`src/rtl/line_fill_responder.sv`:
```
// Line-refill responder: fetches the four words of a 16-byte line from a 32-bit
// synchronous SRAM and returns them as one 128-bit line with a single valid pulse.
module line_fill_responder #(
  parameter int WORD_ADDR_W   = 12,
  parameter int EXTRA_LATENCY = 0
) (
  input  logic                   clk_i,
  input  logic                   resetn_i,
  input  logic [31:0]            mem_addr_i,
  input  logic                   mem_read_en_i,
  output logic                   mem_read_valid_o,
  output logic [3:0][31:0]       mem_read_data_o,
  output logic                   busy_o,
  output logic                   sram_re_o,
  output logic [WORD_ADDR_W-1:0] sram_add_o,
  input  logic [31:0]            sram_d_i
);

  // state | meaning
  // IDLE  | waiting for a line request
  // WAIT  | extra-latency countdown before the first SRAM read
  // FETCH | issuing word reads 0..3, capturing the word read the cycle before
  // LAST  | capturing word 3, no read issued
  // DONE  | line valid for this one cycle
  typedef enum logic [2:0] {S_IDLE, S_WAIT, S_FETCH, S_LAST, S_DONE} state_t;

  localparam int         LINE_W    = WORD_ADDR_W - 2;
  localparam logic [7:0] WAIT_LOAD = (EXTRA_LATENCY > 0) ? 8'(EXTRA_LATENCY - 1) : 8'd0;

  state_t                 r_state;
  state_t                 w_state_nxt;
  logic [LINE_W-1:0]      r_line;
  logic [1:0]             r_k;
  logic [1:0]             r_j;
  logic [7:0]             r_wait_cnt;
  logic [WORD_ADDR_W-1:0] r_add_hold;
  logic                   w_accept;
  logic                   w_unused;

  assign w_unused = ^{mem_addr_i[31:WORD_ADDR_W+2], mem_addr_i[3:0]};
  assign w_accept = (r_state == S_IDLE) && mem_read_en_i;

  always_ff @(posedge clk_i or negedge resetn_i) begin
    if (!resetn_i) r_state <= S_IDLE;
    else           r_state <= w_state_nxt;
  end

  always_comb begin
    w_state_nxt = r_state;
    case (r_state)
      S_IDLE:  if (mem_read_en_i) w_state_nxt = (EXTRA_LATENCY > 0) ? S_WAIT : S_FETCH;
      S_WAIT:  if (r_wait_cnt == 8'd0) w_state_nxt = S_FETCH;
      S_FETCH: if (r_k == 2'd3) w_state_nxt = S_LAST;
      S_LAST:  w_state_nxt = S_DONE;
      S_DONE:  w_state_nxt = S_IDLE;
      default: w_state_nxt = S_IDLE;
    endcase
  end

  assign sram_re_o        = (r_state == S_FETCH);
  assign sram_add_o       = sram_re_o ? {r_line, r_k} : r_add_hold;
  assign mem_read_valid_o = (r_state == S_DONE);
  assign busy_o           = (r_state != S_IDLE);

  // SRAM data lags the read by one cycle, so FETCH k stores word k-1 and LAST stores word 3.
  always_ff @(posedge clk_i or negedge resetn_i) begin
    if (!resetn_i) begin
      r_line          <= '0;
      r_k             <= '0;
      r_j             <= '0;
      r_wait_cnt      <= '0;
      r_add_hold      <= '0;
      mem_read_data_o <= '0;
    end else begin
      case (r_state)
        S_IDLE: begin
          if (w_accept) begin
            r_line     <= mem_addr_i[WORD_ADDR_W+1:4];
            r_k        <= 2'd0;
            r_j        <= 2'd0;
            r_wait_cnt <= WAIT_LOAD;
          end
        end
        S_WAIT: begin
          if (r_wait_cnt != 8'd0) r_wait_cnt <= r_wait_cnt - 8'd1;
        end
        S_FETCH: begin
          r_k        <= r_k + 2'd1;
          r_add_hold <= {r_line, r_k};
          if (r_k != 2'd0) begin
            mem_read_data_o[r_j] <= sram_d_i;
            r_j                  <= r_j + 2'd1;
          end
        end
        S_LAST: mem_read_data_o[3] <= sram_d_i;
        default: ;
      endcase
    end
  end

endmodule

```
`config.mk`:
```
export PLATFORM = sky130hd
export DESIGN_NAME = line_fill_responder
export DESIGN_NICKNAME = d
export VERILOG_FILES = /design/src/rtl/line_fill_responder.sv
export SDC_FILE = /design/constraint.sdc
export NUM_CORES = 1
export LEC_CHECK = 0
export BUFFER_PORTS_ARGS = -buffer_cell sky130_fd_sc_hd__buf_2
export CORE_MARGIN = 10
export CORE_UTILIZATION = 46
export DETAILED_ROUTE_END_ITERATION = 16
export PLACE_DENSITY = 0.76
export SKIP_LAST_GASP = 1
export SYNTH_ARGS = -nofsm -noshare
export SYNTH_HDL_FRONTEND = slang
export SYNTH_SLANG_ARGS = --single-unit
export TNS_END_PERCENT = 10
```
`constraint.sdc`:
```
create_clock -name clk_i -period 1.9 [get_ports clk_i]
set_clock_uncertainty 0.15 [all_clocks]
set_input_delay 0.285 -clock clk_i [delete_from_list [all_inputs] [get_ports clk_i]]
set_output_delay 0.285 -clock clk_i [all_outputs]
set_load 0.01 [all_outputs]
```
==> flow_metrics.tcl <==
set metrics [dict create \
    drive_above_1_share_pct 59.3 \
    reg2reg_slack_ns -0.14 \
    vias_per_cell 5.07 \
    tns_ns -14.65 \
    io_buffer_count 187 \
    relSlewSlack_pct 71.1 \
    path_max_fanout 8 \
    cp.required_ns 1.46 \
    nNetsFinal 777 \
    synth-async-reset-ratio_pct 100 \
    synthTopCellsByCount "dfrtp_1 (165), mux2_2 (141), nand2_1 (39)" \
    drtPass1Iterations 4 \
    finalHoldViolCount 0 \
    leakagePower_nw 4.46 \
    ir_drop_uv 1050 \
    yosysMostFrequentCell "dfrtp_1" \
    initialDrtViolationCount 172 \
    place_congestion 0.763 \
    grt_pass1_vias 5154 \
    max_freq_mhz 448 \
    syn_area_um2 6450 \
    rr_worst_depth 6 \
    avgSynthCellArea_um2 15.1 \
    worstSetupEndpointType "output pin" \
    ys_seq_area_share_pct 64.0 \
    cp.depth 4 \
    outcome "complete, but fails checks" \
    fin_ws_ns -0.330 \
    regArea_um2 4130 \
    rsz0062_at_grt "yes" \
    diodes 0 \
    critical_path_buf_inv_count 2 \
    worstSkewPairLatency_ns 0.42 \
    ys_warn_count 0 \
    synth_top_area_share_pct 64.0 \
    worstMarginPinSlew_ns 0.429 \
    die_y_um 138 \
    cts-root-buf "clkbuf_16" \
    cp_slowest_stage_delay_ns 0.43 \
    failed_checks "setup timing" \
    syn_nets 500 \
    hold_class "in2reg" \
    grt_pass1_wl_um 28000 \
    grt_start_max_net_pins 51 \
    crit_end "sram_add_o[4]" \
    cts.reportedPaths.clkPinSlew_ns 0.06 \
    multi_input_area_um2 2300 \
    path_class "reg2out" \
    yosys.area.top_type "dfrtp_1" \
    slowest_stage "dfrtp_2" \
    ant_nets 0 \
    synth_cell_types 36 \
    core_um2 13800 \
    io_pins 210 \
    startpoint "r_state[0]" \
    dr_total_vias 4539 \
    synth_edf_count 0 \
    initial_core_util_pct 46.7 \
    rows 43 \
    setup_violations 158 \
    p_per_area_nw_per_um2 2060 \
    cpMostUsedCell "buf_6" \
    cts_buffer_depth 2 \
    die_w_um 138 \
    overflow 0 \
    fillCellCount 932 \
    r2r_end "r_wait_cnt[3]" \
    period_share_pct 117 \
    drc 0 \
    cts.htree.levels 4 \
    hold_ws_ns 0.0178 \
    finalCriticalPeriod_ns 2.23 \
    synth_seq_cells 165 \
    cp_top_family "flip-flops" \
    cp.arrival_ns 1.79 \
    dieArea_um2 19200 \
    finalWirelength_um 17800 \
    slew_viol_final 0 \
    netlist_instances 426 \
    antenna_found_initial 0 \
    cap_violations 0 \
    synth.area.top_cells "dfrtp_1 (64%), mux2_2 (25%), nand2_1 (2.3%)" \
    yosys_most_used_dff "dfrtp_1" \
    area_growth_pct 43.4 \
    whs_path_depth 2 \
    cts_tree "done" \
    cts_buffers 17 \
    grt_util_all_layers_pct 18.2 \
    dp_hpwl_um 11700 \
    drt-wirelength-per-cell_um 19.9 \
    r2r_start "r_state[0]" \
    start_kind "flop" \
    path_cells "nor3b_4 > buf_6 > mux2_4 > buf_6" \
    clock_sinks 165 \
]
-- where the power goes --
part,total (mW),internal [mW],switching (mW)
registers,6.26,5.33,0.932
logic,9.24,5.00,4.24
clock network,3.55,2.23,1.32
total,19.0,12.6,6.49
-- registers in the layout, summed over array words and instances, names as in the netlist --
name / cells
r_state: 3
r_j: 2
r_line: 10
r_k: 2
r_wait_cnt: 8
mem_read_data_o: 128
r_add_hold: 12
-- logic make-up (layout without fill, tap and decap cells) --
group | count (synthesis) | after routing | synth area share, %
mux | 146 | 146 | 25.4
compound gates | 16 | 16 | 1.74
simple gates | 66 | 66 | 5.58
buf+inv | 26 | 315 | 1.96
flops | 165 | 165 | 64.0
fa+ha+maj | 7 | 7 | 1.36
-- worst min path at each step --
stage                 from            endpoint
2_1_floorplan     resetn_i  mem_read_data_o[0]
3_3_place_gp      resetn_i       r_add_hold[5]
3_5_place_dp      resetn_i           r_line[3]
4_1_cts        sram_d_i[0]  mem_read_data_o[0]
5_1_grt        sram_d_i[0]  mem_read_data_o[0]
6_report       sram_d_i[0]  mem_read_data_o[0]
-- layer usage --
metal	track usage [%]	routed length (µm)	up-vias	part of all wire, %
li1	-	-	2057	-
met1	19.1	6700	2319	38
met2	32.9	9630	125	54
met3	5.48	901	38	5.1
met4	7.66	570	0	3.2
met5	0	0	-	0
-- cells in the final DEF (no fill, tap or decap), types with 4 or more instances in the layout --
cell	Yosys	layout
mux2i_1	5	5
ha_1	7	7
nand2_1	39	36
dfrtp_1	165	162
inv_1	6	6
buf_4	0	35
buf_6	1	20
clkbuf_16	0	19
dlygate4sd3_1	0	41
mux2_4	0	12
a21oi_1	4	4
clkbuf_8	0	5
buf_12	0	7
mux2_2	141	129
buf_2	17	173
-- timing repair --
item,CTS,global route
gates resized for setup,31,8
hold buffers,41,0
buffers inserted,4,11
gates cloned,0,2
pin swaps,1,2
endpoints found under the hold margin,166,0
endpoints found under the setup margin,111,158
-- layout make-up --
type | count | share of cell area [%]
clock inverter | 8 | 1.31
inverter | 6 | 0.243
tap | 180 | 2.43
clock buffer | 23 | 5.38
sequential | 165 | 44.7
timing repair buffer | 278 | 21.1
multi-input combinational | 235 | 24.9
-- stage by stage --
| stage | utilization [%] | power [mW] | worst slack (ns) | cell area [µm²] | cells |
|---|---|---|---|---|---|
| after global placement | 57.0 | 14.0 | -0.0453 | 7890 | 806 |
| after floorplan | - | 10.8 | 0.0156 | 6470 | 426 |
| final | 66.9 | 19.0 | -0.330 | 9260 | 895 |
| after global routing | 66.9 | 20.1 | -0.410 | 9260 | 895 |
| after CTS | 65.7 | 18.6 | -0.344 | 9080 | 882 |
| after detailed placement | 57.0 | 14.3 | -0.0857 | 7890 | 806 |
No activity file was read; power rests on OpenSTA's default activity.
